<file path="config.mk">
export PLATFORM = sky130hd
export DESIGN_NAME = systolic_ctrl
export DESIGN_NICKNAME = d
export VERILOG_FILES = /design/src/rtl/systolic_ctrl_pkg.sv /design/src/rtl/systolic_ctrl_feed_skew.sv /design/src/rtl/systolic_ctrl.sv
export SDC_FILE = /design/constraint.sdc
export NUM_CORES = 1
export LEC_CHECK = 0
export BUFFER_PORTS_ARGS = -buffer_cell sky130_fd_sc_hd__clkbuf_2
export CAP_MARGIN = 10
export CORE_MARGIN = 4
export CORE_UTILIZATION = 30
export CTS_CLUSTER_SIZE = 12
export DETAILED_ROUTE_END_ITERATION = 8
export HOLD_SLACK_MARGIN = 0.02
export MAX_ROUTING_LAYER = met4
export PLACE_DENSITY = 0.47
export SLEW_MARGIN = 20
export SYNTH_ARGS = -nofsm -noshare
export SYNTH_HDL_FRONTEND = slang
export SYNTH_HIERARCHICAL = 1
export SYNTH_SLANG_ARGS = --single-unit
</file>
<file path="constraint.sdc">
create_clock -name clk -period 2.49 [get_ports clk]
set_clock_uncertainty 0.05 [all_clocks]
set_input_delay 0.3735 -clock clk [delete_from_list [all_inputs] [get_ports clk]]
set_output_delay 0.3735 -clock clk [all_outputs]
set_load 0.02 [all_outputs]
</file>
<file path="src/rtl/systolic_ctrl_pkg.sv">
// -----------------------------------------------------------------------------
// systolic_ctrl_pkg
// Shared definitions for the systolic array sequencer: FSM state encodings and
// default array/length parameters.
// Optional feature macro used by systolic_ctrl: SYS_CTRL_ABORT_EN.
// -----------------------------------------------------------------------------
package systolic_ctrl_pkg;

    localparam int DEF_N   = 4;
    localparam int DEF_K_W = 8;

    typedef enum logic [2:0] {
        ST_IDLE  = 3'd0,
        ST_CLEAR = 3'd1,
        ST_RUN   = 3'd2,
        ST_DRAIN = 3'd3,
        ST_DONE  = 3'd4
    } state_t;

endpackage

</file>
<file path="src/rtl/systolic_ctrl_feed_skew.sv">
// -----------------------------------------------------------------------------
// sys_feed_skew
// Combinational decode of the skewed per-row operand feed enables.
// Row i is fed while run_cnt is in [i, i + k_reg), and only while the
// sequencer is in its RUN state.
// Ports:
//   run      in  1      sequencer is in RUN
//   run_cnt  in  K_W+1  cycle index inside RUN
//   k_reg    in  K_W    latched inner dimension
//   feed_en  out N      per-row operand valid (bit i = row i)
// -----------------------------------------------------------------------------
module sys_feed_skew #(
    parameter int N   = 4,
    parameter int K_W = 8
) (
    input  logic           run,
    input  logic [K_W:0]   run_cnt,
    input  logic [K_W-1:0] k_reg,
    output logic [N-1:0]   feed_en
);

    always_comb begin
        feed_en = '0;
        for (int i = 0; i < N; i++) begin
            // Both bounds are evaluated in K_W+1 bits so i + k_reg cannot wrap.
            feed_en[i] = run
                      && (run_cnt >= (K_W+1)'(i))
                      && (run_cnt <  ({1'b0, k_reg} + (K_W+1)'(i)));
        end
    end

endmodule

</file>
<file path="src/rtl/systolic_ctrl.sv">
// -----------------------------------------------------------------------------
// systolic_ctrl
// Sequencer for an NxN systolic array. Each accepted start pulse runs one
// sequence: CLEAR (accumulator clear) -> RUN (skewed operand feed) ->
// DRAIN (pipeline flush) -> DONE (one-cycle completion pulse) -> IDLE.
// A zero-length sequence skips RUN and DRAIN.
// Optional feature: define SYS_CTRL_ABORT_EN to add the abort input, which
// returns the sequencer to IDLE from CLEAR, RUN or DRAIN without a done pulse.
// Ports:
//   clk      in  1      system clock, rising edge
//   rst      in  1      synchronous active-high reset
//   start    in  1      sequence request, sampled only in IDLE
//   k_len    in  K_W    operand stream length, latched on start
//   abort    in  1      (SYS_CTRL_ABORT_EN only) cancel running sequence
//   busy     out 1      high in every state except IDLE
//   clr_acc  out 1      accumulator clear pulse
//   feed_en  out N      per-row skewed operand valid
//   run_cnt  out K_W+1  cycle index inside RUN; row i reads operand run_cnt-i
//   done     out 1      completion pulse
// -----------------------------------------------------------------------------
module systolic_ctrl
    import systolic_ctrl_pkg::*;
#(
    parameter int N   = DEF_N,
    parameter int K_W = DEF_K_W
) (
    input  logic           clk,
    input  logic           rst,
    input  logic           start,
    input  logic [K_W-1:0] k_len,
`ifdef SYS_CTRL_ABORT_EN
    input  logic           abort,
`endif
    output logic           busy,
    output logic           clr_acc,
    output logic [N-1:0]   feed_en,
    output logic [K_W:0]   run_cnt,
    output logic           done
);

    localparam int DW = $clog2(N);

    state_t         state;
    logic [K_W-1:0] k_reg;
    logic [DW-1:0]  drain_cnt;
    logic [K_W:0]   last_cnt;
    logic           abort_hit;

    // Final RUN index: operand k_reg-1 reaches the last row N-1 cycles late.
    assign last_cnt = {1'b0, k_reg} + (K_W+1)'(N - 2);

`ifdef SYS_CTRL_ABORT_EN
    assign abort_hit = abort && ((state == ST_CLEAR) || (state == ST_RUN) || (state == ST_DRAIN));
`else
    assign abort_hit = 1'b0;
`endif

    // k_reg is pure data: it is only meaningful after a start has latched it.
    always_ff @(posedge clk) begin
        if (state == ST_IDLE && start) begin
            k_reg <= k_len;
        end
    end

    always_ff @(posedge clk) begin
        if (rst) begin
            state     <= ST_IDLE;
            busy      <= 1'b0;
            clr_acc   <= 1'b0;
            done      <= 1'b0;
            run_cnt   <= '0;
            drain_cnt <= '0;
        end else begin
            clr_acc <= 1'b0;
            done    <= 1'b0;
            if (abort_hit) begin
                state   <= ST_IDLE;
                busy    <= 1'b0;
                run_cnt <= '0;
            end else begin
                case (state)
                    ST_IDLE: begin
                        if (start) begin
                            state   <= ST_CLEAR;
                            busy    <= 1'b1;
                            clr_acc <= 1'b1;
                        end
                    end
                    ST_CLEAR: begin
                        run_cnt <= '0;
                        if (k_reg == '0) begin
                            state <= ST_DONE;
                            done  <= 1'b1;
                        end else begin
                            state <= ST_RUN;
                        end
                    end
                    ST_RUN: begin
                        if (run_cnt == last_cnt) begin
                            state     <= ST_DRAIN;
                            drain_cnt <= '0;
                        end else begin
                            run_cnt <= run_cnt + (K_W+1)'(1);
                        end
                    end
                    ST_DRAIN: begin
                        // run_cnt holds; DRAIN spans N-1 cycles.
                        if (drain_cnt == DW'(N - 2)) begin
                            state <= ST_DONE;
                            done  <= 1'b1;
                        end else begin
                            drain_cnt <= drain_cnt + DW'(1);
                        end
                    end
                    ST_DONE: begin
                        state   <= ST_IDLE;
                        busy    <= 1'b0;
                        run_cnt <= '0;
                    end
                    default: begin
                        state   <= ST_IDLE;
                        busy    <= 1'b0;
                        run_cnt <= '0;
                    end
                endcase
            end
        end
    end

    sys_feed_skew #(
        .N   (N),
        .K_W (K_W)
    ) u_feed_skew (
        .run     (state == ST_RUN),
        .run_cnt (run_cnt),
        .k_reg   (k_reg),
        .feed_en (feed_en)
    );

endmodule

</file>
==> results.py <==
metrics = {
    "outcome": {
        "status": "finished with violations",
        "violations": "negative setup slack",
    },
    "clocking": {
        "cts-buffers-inserted": 3,
        "clock-sinks": 25,
        "clkTransAtPathRegs_ns": 0.09,
        "h-tree-depth": 1,
        "cts_tree": "done",
        "clockRootBuffer": "clkbuf_8",
        "cts_max_path_buffers": 2,
        "cts_hold_buf": 0,
        "clk_latency_ns": 0.27,
    },
    "setup_path": {
        "critPathMostFrequentCell": "a21o_1",
        "critPathMaxFanout": 4,
        "crit_type": "reg -> out",
        "max_stage_delay_ns": 0.51,
        "crit_arrival_ns": 2.40,
        "worstPathCellList": "ha_4, buf_4, a21oi_4, nor2_2, xnor2_1, ha_1, a21o_1, a21o_1, a21boi_1, o31a_1, buf_6",
        "cpMaxStageDelayCell": "edfxtp_1",
        "worstSetupStartpointType": "register",
        "cp_data_required_time_ns": 2.07,
        "worst_setup_path_end_kind": "primary output",
    },
    "run": {
        "maxCapViolCount": 0,
    },
    "synthesis": {
        "synth_nets": 337,
        "ys_warn_count": 6,
        "yosysSeqAreaShare": 0.238,
        "synth_area_leaders": "ha_1 20%, dfxtp_1 14%, edfxtp_1 9.9%",
        "ys.flop_type": "dfxtp_1",
        "synth_top_area_frac": 0.195,
        "async_reset_ff_frac": 0,
        "synth_top_area_cell": "ha_1",
        "netlist_instances": 288,
        "syn-cell-area_sq_mm": 0.00244,
        "synth-seq-cells": 25,
        "avgSynthCellArea_sq_um": 8.46,
        "ys_types": 59,
        "synth_edf_count": 8,
    },
    "pwr": {
        "power_density_mw_per_mm2": 337,
        "leakagePower_nw": 1.48,
        "ir_drop_mv": 0.359,
    },
    "sta": {
        "setup_ws_ns": -0.335,
        "setup_viol": 14,
        "finalCriticalPeriod_ns": 2.83,
        "slew_headroom": 0.559,
        "tightestPinTransition_ns": 0.659,
        "rsz0062_at_grt": "true",
        "hold_slack_ns": 0.222,
        "max_freq_mhz": 354,
        "hold_viol": 0,
        "fin_crit_sh": 1.13,
        "slew_viol_final": 0,
    },
    "final_layout": {
        "multiInputGateArea_sq_mm": 0.00199,
        "num-fill-cells": 806,
        "stdcell_count": 467,
        "largest_reg_flops": 9,
        "area_delta_synth_final_pct": 39.3,
        "final_cell_area_sq_mm": 0.00340,
        "fin_nets": 415,
        "drive_gt1_frac": 0.334,
        "mostFrequentLayoutCell": "buf_4",
        "seqCellArea_sq_um": 581,
        "antennaDiodeCount": 0,
        "most-common-layout-cells": "48 x buf_4, 32 x nand2_1, 29 x ha_1, 22 x clkbuf_2, 21 x xnor2_1",
        "utilization": 0.435,
    },
    "route": {
        "drt-total-wl_mm": 7.70,
        "antenna_left": 0,
        "first_pass_iters": 4,
        "drt_iter0_markers": 60,
        "drcViolationCount": 0,
        "viasPerCell": 5.12,
        "num_vias": 2393,
        "drt-wirelength-per-cell_um": 16.5,
    },
    "placement": {
        "place_area_sq_mm": 0.00307,
        "dp.final_hpwl_mm": 6.01,
        "dpl.cell_count": 452,
        "place_congestion": 0.940,
        "port_buffers": 26,
    },
    "floorplanning": {
        "die_height_um": 98.1,
        "rows": 32,
        "initial_utilization": 0.312,
        "core-area_sq_mm": 0.00781,
        "dieArea_sq_mm": 0.00963,
        "die_w_um": 98.1,
        "ioPinCount": 27,
    },
    "hold_path": {
        "worstHoldPathType": "in -> reg",
    },
    "grt": {
        "grt_pass1_vias": 2454,
        "grt-ovfl-total": 0,
        "grt_use_total": 0.166,
        "grt_max_degree": 16,
        "antenna_found_initial": 0,
        "grt_first_pass_wirelength_mm": 12.6,
    },
}
==> logic make-up (layout without fill, tap and decap cells) <==
| family | count (synthesis) | after routing | synth area share |
|---|---|---|---|
| adders and majority gates | 38 | 38 | 0.195 |
| DFF | 25 | 25 | 0.238 |
| and+or+nand+nor | 107 | 107 | 0.221 |
| buffers and inverters | 24 | 101 | 0.0411 |
| xor gates and xnor gates | 26 | 26 | 0.0934 |
| muxes | 2 | 2 | 0.00821 |
| AOI/OAI and AO/OA | 66 | 66 | 0.203 |
==> critical path: cells and delay by family (launching register included) <==
| family | cells | cell delay, ns |
|---|---|---|
| xor gates and xnor gates | 1 | 0.13 |
| and+or+nand+nor | 1 | 0.06 |
| adders and majority gates | 2 | 0.40 |
| AOI/OAI and AO/OA | 5 | 0.77 |
| DFF | 1 | 0.51 |
| buffers and inverters | 2 | 0.25 |
==> path summary, 6_finish.rpt <==
check	start	to	slack, ns	depth (start not counted)
min reg2reg	busy	busy	0.44	2
max reg2reg	k_reg[1]	run_cnt[8]	-0.07	10
max	k_reg[2]	feed_en[3]	-0.34	11
min	k_len[3]	k_reg[3]	0.22	1
==> Yosys cell counts (2+ instances only) <==
library cell,count
nand4_1,5
o211ai_1,4
a21o_1,7
a2bb2oi_1,4
a211oi_1,2
o21ai_0,7
and3_1,6
o21ai_1,2
nand2b_1,3
xor2_1,3
ha_1,38
nor2_1,19
o32ai_1,2
a21oi_1,12
nor4_1,5
nor3_1,8
dfxtp_1,17
buf_2,2
edfxtp_1,8
a21boi_0,3
a22oi_1,2
nand2_1,32
a31oi_1,2
a211o_1,2
and2_1,4
xnor2_1,23
nand3_1,13
clkbuf_1,4
mux2i_1,2
o2111ai_1,2
inv_1,17
==> power breakdown <==
part	switching (mW)	internal [mW]	total [mW]
clock network	0.138	0.113	0.251
registers	0.0270	0.444	0.471
logic	0.226	0.197	0.424
total	0.391	0.755	1.15
==> area by class of cell <==
| class | instances | area share |
|---|---|---|
| multi-input combinational | 239 | 0.586 |
| timing repair buffer | 80 | 0.172 |
| clock buffer | 3 | 0.0122 |
| sequential | 25 | 0.171 |
| tap | 102 | 0.0376 |
| clock inverter | 1 | 0.00221 |
| inverter | 17 | 0.0188 |
==> layer usage <==
metal | GRT usage | share of wire | up-vias
li1 | - | - | 1227
met1 | 0.222 | 0.49 | 1112
met2 | 0.274 | 0.47 | 48
met3 | 0.0114 | 0.029 | 6
met4 | 0.0389 | 0.010 | 0
met5 | - | 0 | -
==> stage by stage <==
step | power [mW] | worst slack (ns) | setup TNS [ns]
2_1_floorplan | 0.711 | -0.0695 | -0.161
4_1_cts | 1.14 | -0.330 | -1.77
3_5_place_dp | 0.861 | -0.135 | -0.550
6_report | 1.15 | -0.335 | -1.39
3_3_place_gp | 0.858 | -0.0786 | -0.321
5_1_grt | 1.22 | -0.461 | -3.64
==> repair_timing <==
action	in CTS	in global routing
gates resized for setup	29	10
cloned	1	0
setup endpoints to repair	12	16
pin swaps	8	11
buffers inserted	9	3
(Power assumes the default switching activity.)
